<file path="config.mk">
export PLATFORM = sky130hd
export DESIGN_NAME = park_gate_ctrl
export DESIGN_NICKNAME = d
export VERILOG_FILES = /design/src/rtl/park_pkg.sv /design/src/rtl/sensor_debounce.sv /design/src/rtl/park_gate_ctrl.sv
export SDC_FILE = /design/constraint.sdc
export NUM_CORES = 1
export LEC_CHECK = 0
export CAP_MARGIN = 5
export CORE_MARGIN = 3
export CORE_UTILIZATION = 62
export CTS_CLUSTER_DIAMETER = 100
export CTS_CLUSTER_SIZE = 8
export DETAILED_ROUTE_END_ITERATION = 12
export HOLD_SLACK_MARGIN = 0.02
export PLACE_DENSITY = 0.83
export SYNTH_ARGS = -nofsm -noshare
export SYNTH_HDL_FRONTEND = slang
export SYNTH_HIERARCHICAL = 1
export SYNTH_SLANG_ARGS = --single-unit
</file>
<file path="constraint.sdc">
create_clock -name clk -period 3.8 [get_ports clk]
set_input_delay 0.76 -clock clk [delete_from_list [all_inputs] [get_ports clk]]
set_output_delay 0.76 -clock clk [all_outputs]
set_load 0.01 [all_outputs]
</file>
<file path="src/rtl/park_pkg.sv">
// Shared definitions for the park gate controller and the occupancy counter.
package park_pkg;

   // Occupancy counter width and default capacity, shared with the counter.
   localparam int unsigned               PARK_CNT_W    = 4;
   localparam logic [PARK_CNT_W-1:0]     PARK_CAPACITY = 4'd12;

   // Direction FSM state encoding.
   typedef enum logic [2:0] {
      ST_IDLE  = 3'd0,
      ST_EN_A  = 3'd1,
      ST_EN_AB = 3'd2,
      ST_EN_B  = 3'd3,
      ST_EX_B  = 3'd4,
      ST_EX_BA = 3'd5,
      ST_EX_A  = 3'd6
   } gate_state_e;

   // Debounced beam pair, a = street side, b = lot side.
   typedef struct packed {
      logic a;
      logic b;
   } beam_pair_t;

endpackage

</file>
<file path="src/rtl/sensor_debounce.sv">
// 2-flop synchroniser followed by a level debouncer for one raw beam sensor.
// Ports: clk, rst (async active-low), raw_in (asynchronous raw level),
//        db_out (debounced level, changes after DEB_CYCLES differing samples).
module sensor_debounce #(
   parameter int unsigned DEB_CYCLES = 8
) (
   input  logic clk,
   input  logic rst,
   input  logic raw_in,
   output logic db_out
);

   localparam int unsigned CW = (DEB_CYCLES > 1) ? $clog2(DEB_CYCLES + 1) : 1;

   logic          sync1_q, sync2_q;
   logic          db_q, db_d;
   logic [CW-1:0] cnt_q, cnt_d;

   // Synchroniser and debounce state.
   always_ff @(posedge clk or negedge rst) begin
      if (!rst) begin
         sync1_q <= 1'b0;
         sync2_q <= 1'b0;
         db_q    <= 1'b0;
         cnt_q   <= '0;
      end else begin
         sync1_q <= raw_in;
         sync2_q <= sync1_q;
         db_q    <= db_d;
         cnt_q   <= cnt_d;
      end
   end

   // Accept the new level on the DEB_CYCLES-th consecutive differing sample.
   always_comb begin
      db_d  = db_q;
      cnt_d = '0;
      if (sync2_q != db_q) begin
         if (cnt_q == CW'(DEB_CYCLES - 1)) begin
            db_d  = sync2_q;
         end else begin
            cnt_d = cnt_q + CW'(1);
         end
      end
   end

   assign db_out = db_q;

endmodule

</file>
<file path="src/rtl/park_gate_ctrl.sv">
// Park gate entry/exit detector: debounces the street (A) and lot (B) beams,
// tracks the car direction and pulses the occupancy counter.
// Ports: clk, rst (async active-low), sensor_a/sensor_b (raw beams, 1=blocked),
//        count (occupancy), count_up/count_down/err (1-cycle pulses),
//        full, gate_open, denied (registered levels).
module park_gate_ctrl
   import park_pkg::*;
#(
   parameter int unsigned            CNT_W          = PARK_CNT_W,
   parameter logic [CNT_W-1:0]       CAPACITY       = PARK_CAPACITY,
   parameter int unsigned            DEB_CYCLES     = 8,
   parameter int unsigned            TIMEOUT_CYCLES = 1000000
) (
   input  logic             clk,
   input  logic             rst,
   input  logic             sensor_a,
   input  logic             sensor_b,
   input  logic [CNT_W-1:0] count,
   output logic             count_up,
   output logic             count_down,
   output logic             full,
   output logic             gate_open,
   output logic             denied,
   output logic             err
);

   localparam int unsigned TMO_W = (TIMEOUT_CYCLES > 2) ? $clog2(TIMEOUT_CYCLES) : 1;

   beam_pair_t  beams;
   gate_state_e state_q, state_d;
   logic [TMO_W-1:0] tmo_q, tmo_d;
   logic up_q, up_d, down_q, down_d, err_q, err_d;
   logic full_q, denied_q, denied_d, gate_q;

   sensor_debounce #(.DEB_CYCLES(DEB_CYCLES)) u_deb_a (
      .clk    (clk),
      .rst    (rst),
      .raw_in (sensor_a),
      .db_out (beams.a)
   );

   sensor_debounce #(.DEB_CYCLES(DEB_CYCLES)) u_deb_b (
      .clk    (clk),
      .rst    (rst),
      .raw_in (sensor_b),
      .db_out (beams.b)
   );

   // State, timeout counter and registered outputs.
   always_ff @(posedge clk or negedge rst) begin
      if (!rst) begin
         state_q  <= ST_IDLE;
         tmo_q    <= '0;
         up_q     <= 1'b0;
         down_q   <= 1'b0;
         err_q    <= 1'b0;
         full_q   <= 1'b0;
         denied_q <= 1'b0;
         gate_q   <= 1'b0;
      end else begin
         state_q  <= state_d;
         tmo_q    <= tmo_d;
         up_q     <= up_d;
         down_q   <= down_d;
         err_q    <= err_d;
         full_q   <= (count >= CAPACITY);
         denied_q <= denied_d;
         gate_q   <= (state_q != ST_IDLE);
      end
   end

   // Direction FSM; timeout abort takes priority over any beam transition.
   always_comb begin
      state_d  = state_q;
      up_d     = 1'b0;
      down_d   = 1'b0;
      err_d    = 1'b0;
      denied_d = 1'b0;
      tmo_d    = '0;

      if ((state_q != ST_IDLE) && (tmo_q == TMO_W'(TIMEOUT_CYCLES - 1))) begin
         state_d = ST_IDLE;
         err_d   = 1'b1;
      end else begin
         unique case (state_q)
            ST_IDLE: begin
               if (beams == 2'b10 && !full_q) state_d = ST_EN_A;
               else if (beams == 2'b01)       state_d = ST_EX_B;
            end
            ST_EN_A: begin
               if (beams == 2'b11)      state_d = ST_EN_AB;
               else if (beams == 2'b00) state_d = ST_IDLE;
            end
            ST_EN_AB: begin
               if (beams == 2'b01)      state_d = ST_EN_B;
               else if (beams == 2'b10) state_d = ST_EN_A;
               else if (beams == 2'b00) state_d = ST_IDLE;
            end
            ST_EN_B: begin
               if (beams == 2'b00) begin
                  state_d = ST_IDLE;
                  up_d    = 1'b1;
               end else if (beams == 2'b11) state_d = ST_EN_AB;
               else if (beams == 2'b10)     state_d = ST_IDLE;
            end
            ST_EX_B: begin
               if (beams == 2'b11)      state_d = ST_EX_BA;
               else if (beams == 2'b00) state_d = ST_IDLE;
            end
            ST_EX_BA: begin
               if (beams == 2'b10)      state_d = ST_EX_A;
               else if (beams == 2'b01) state_d = ST_EX_B;
               else if (beams == 2'b00) state_d = ST_IDLE;
            end
            ST_EX_A: begin
               if (beams == 2'b00) begin
                  state_d = ST_IDLE;
                  down_d  = 1'b1;
               end else if (beams == 2'b11) state_d = ST_EX_BA;
               else if (beams == 2'b01)     state_d = ST_IDLE;
            end
            default: state_d = ST_IDLE;
         endcase
      end

      // Dwell counter: runs only while a passage is in progress in one state.
      if ((state_q != ST_IDLE) && (state_d == state_q)) begin
         tmo_d = tmo_q + TMO_W'(1);
      end

      denied_d = (state_q == ST_IDLE) && (beams == 2'b10) && full_q;
   end

   assign count_up   = up_q;
   assign count_down = down_q;
   assign err        = err_q;
   assign full       = full_q;
   assign denied     = denied_q;
   assign gate_open  = gate_q;

endmodule

</file>
==> impl_metrics.tcl <==
set metrics [dict create \
    die_x_um 64.07 \
    worstMarginPinSlew_ns 0.9371 \
    via_count 1476 \
    internal_power_uw 686.9 \
    comb_power_share_pct 21.4 \
    yosys.area.top_type "dfrtp_1" \
    ios 14 \
    syn_nets 202 \
    crit_path_end_kind "register" \
    n_antenna_cell 0 \
    insertion_delay_ns 0.36 \
    synth_cells 191 \
    grt_pass1_wl_um 6989 \
    synth_area_leaders "dfrtp_1, xnor2_1, nor3_1, nor2_1, nand3_1" \
    timing.rr.end "state_q[0]" \
    clkPwrFrac_pct 21.5 \
    first_global_vias 1496 \
    yosysWarnings 6 \
    grtUsageTotal_pct 21.78 \
    cap_violations 0 \
    gp_congestion 0.8382 \
    ys_ff_latch 43 \
    setup_tns_ns 0 \
    numCtsBuffers 5 \
    grt_max_degree 44 \
    syn_area_mm2 0.002091 \
    r2r_start "tmo_q[17]" \
    drive_gt1_share_pct 12.87 \
    leakage_uw 0.0008849 \
    setup_violations 0 \
    synth_top_area_share_pct 51.47 \
    cts-root-buf "clkbuf_4" \
    ant_nets 0 \
    slew_viol_final 0 \
    min_path_type "reg2reg" \
    seqPwrFrac_pct 57.1 \
    r2r_slack_ns 1.55 \
    crit_type "reg2reg" \
    placed_cells 238 \
    outcome "complete, no violations" \
    setup_slack_ns 1.555 \
    worstPathRequired_ns 4.01 \
    swShare_pct 32.92 \
    cp.arrival_ns 2.45 \
    drt_iter0_drc 81 \
    r2r_cells 4 \
    vias_per_cell 6.000 \
    clkSinkCount 43 \
    fin_worst_skew_ns 0.01555 \
    fmax_mhz 445.4 \
    coreArea_mm2 0.003128 \
    power.switching_uw 337.2 \
    rows 20 \
    port_buffers 11 \
    postCtsHoldBufs 0 \
    whs_endpoint "u_deb_b/sync2_q" \
    ys_types 44 \
    hold_violations 0 \
    cts_resized 0 \
    grt_overflow 0 \
    die_h_um 64.07 \
    areaGrowthSynthToFinish_pct 8.618 \
    cp_max_fo 17 \
    worstHoldStart "u_deb_b/sync1_q" \
    pre_cts_ws_ns 1.552 \
    final_common_cell "dfrtp_1" \
    wl_per_cell_um 15.24 \
    powerDensity_mw_per_mm2 451.0 \
    seq_area_frac_synth_pct 51.47 \
    hold_path_depth 0 \
    final_cell_mix "dfrtp_1, nor2_1, xnor2_1" \
    rsz0062_at_grt "no" \
    synth_edf_count 0 \
    first_pass_iters 6 \
    dieArea_mm2 0.004105 \
    period_needed_ns 2.245 \
    hold_slack_ns 0.3650 \
    tritoncts "yes" \
    peakVddDrop_mv 0.2987 \
    wirelength_um 3748 \
    yosys_most_used_dff "dfrtp_1" \
    clk_pin_slew_ns 0.12 \
    start_kind "register" \
    initial_utilization_pct 66.84 \
    num-nets-final 212 \
    n_fill_cell 231 \
    final_cells 246 \
    post_cts_buffers 0 \
    ys_async_sr_fraction_pct 100.0 \
    fin_crit_sh_pct 59.09 \
    hpwl_um 2602 \
    max_slew_margin_pct 37.26 \
    drc 0 \
    syn_area_per_cell_um2 10.95 \
    cts_buffer_depth 2 \
    htree_num_levels 2 \
    antenna_found_initial 0 \
]
state kept, by name, indices dropped and copies added (netlist names), 3 cells and up:
| signal | cells |
|---|---|
| u_deb_a/cnt_q | 4 |
| state_q | 3 |
| tmo_q | 20 |
| u_deb_b/cnt_q | 4 |
power by group through the flow:
stage | logic [uW] | clock network (uW) | registers (uW)
global route | 245 | 256 | 596
finish | 219 | 220 | 585
CTS | 221 | 229 | 583
floorplan | 192 | 0 | 549
detailed placement | 220 | 0 | 593
global placement | 201 | 0 | 583
area by class of cell:
class                           instances  area (um^2)  share of cell area, %
Clock buffer                            6        41.29                  1.818
Clock inverter                          2        12.51                 0.5510
Inverter                                8        30.03                  1.322
Multi-Input combinational cell        131        943.4                  41.54
Sequential cell                        43         1076                  47.38
Tap cell                               44        55.05                  2.424
Timing Repair Buffer                   12        112.6                  4.959
metal layers:
| layer | up-vias | track usage [%] | wire length, um |
|---|---|---|---|
| li1 | 699 | - | - |
| met1 | 744 | 28.21 | 1654 |
| met2 | 26 | 35.35 | 1913 |
| met3 | 7 | 6.151 | 135 |
| met4 | 0 | 6.739 | 45 |
| met5 | - | 0 | 0 |
synthesized netlist by cell type (4+ instances only):
master	count
nor3_1	12
a211oi_1	4
xor2_1	4
nand3_1	8
nand2_1	9
nand2b_1	4
inv_1	8
xnor2_1	15
nor2_1	16
nor4_1	5
dfrtp_1	43
clkbuf_1	8
per-stage QoR:
step | util (%) | power, uW | instance area (um^2)
after floorplan | - | 740.8 | 2091
after global placement | 70.88 | 783.7 | 2217
after detailed placement | 70.88 | 812.7 | 2217
after CTS | 72.60 | 1033 | 2271
after global routing | 72.60 | 1097 | 2271
final | 72.60 | 1024 | 2271
kinds of logic (layout without fill, tap and decap cells):
kind of cell / Yosys count / count (layout) / synth area share [%]
compound gates: 22 / 22 / 8.139
xor+xnor: 19 / 19 / 7.959
fa+ha+maj: 3 / 3 / 1.796
buf+inv: 17 / 28 / 3.411
flops: 43 / 43 / 51.47
mux: 2 / 2 / 1.436
simple gates: 85 / 85 / 25.79
worst max-delay path, cell delays in order (launching register included):
cell and delay, ns:
dfrtp_1 0.42, nand3_1 0.13, or4b_1 0.58, nor4b_4 0.81
nor4_1 0.16
how the worst max path moves through the flow:
| stage | from | to | cells after the start |
|---|---|---|---|
| 6_report | tmo_q[17] | state_q[0] | 4 |
| 2_1_floorplan | tmo_q[0] | tmo_q[18] | 5 |
| 5_1_grt | tmo_q[16] | state_q[0] | 4 |
| 3_5_place_dp | tmo_q[16] | state_q[0] | 4 |
| 3_3_place_gp | tmo_q[16] | state_q[0] | 4 |
| 4_1_cts | tmo_q[16] | state_q[0] | 4 |
(Power assumes the default switching activity.)
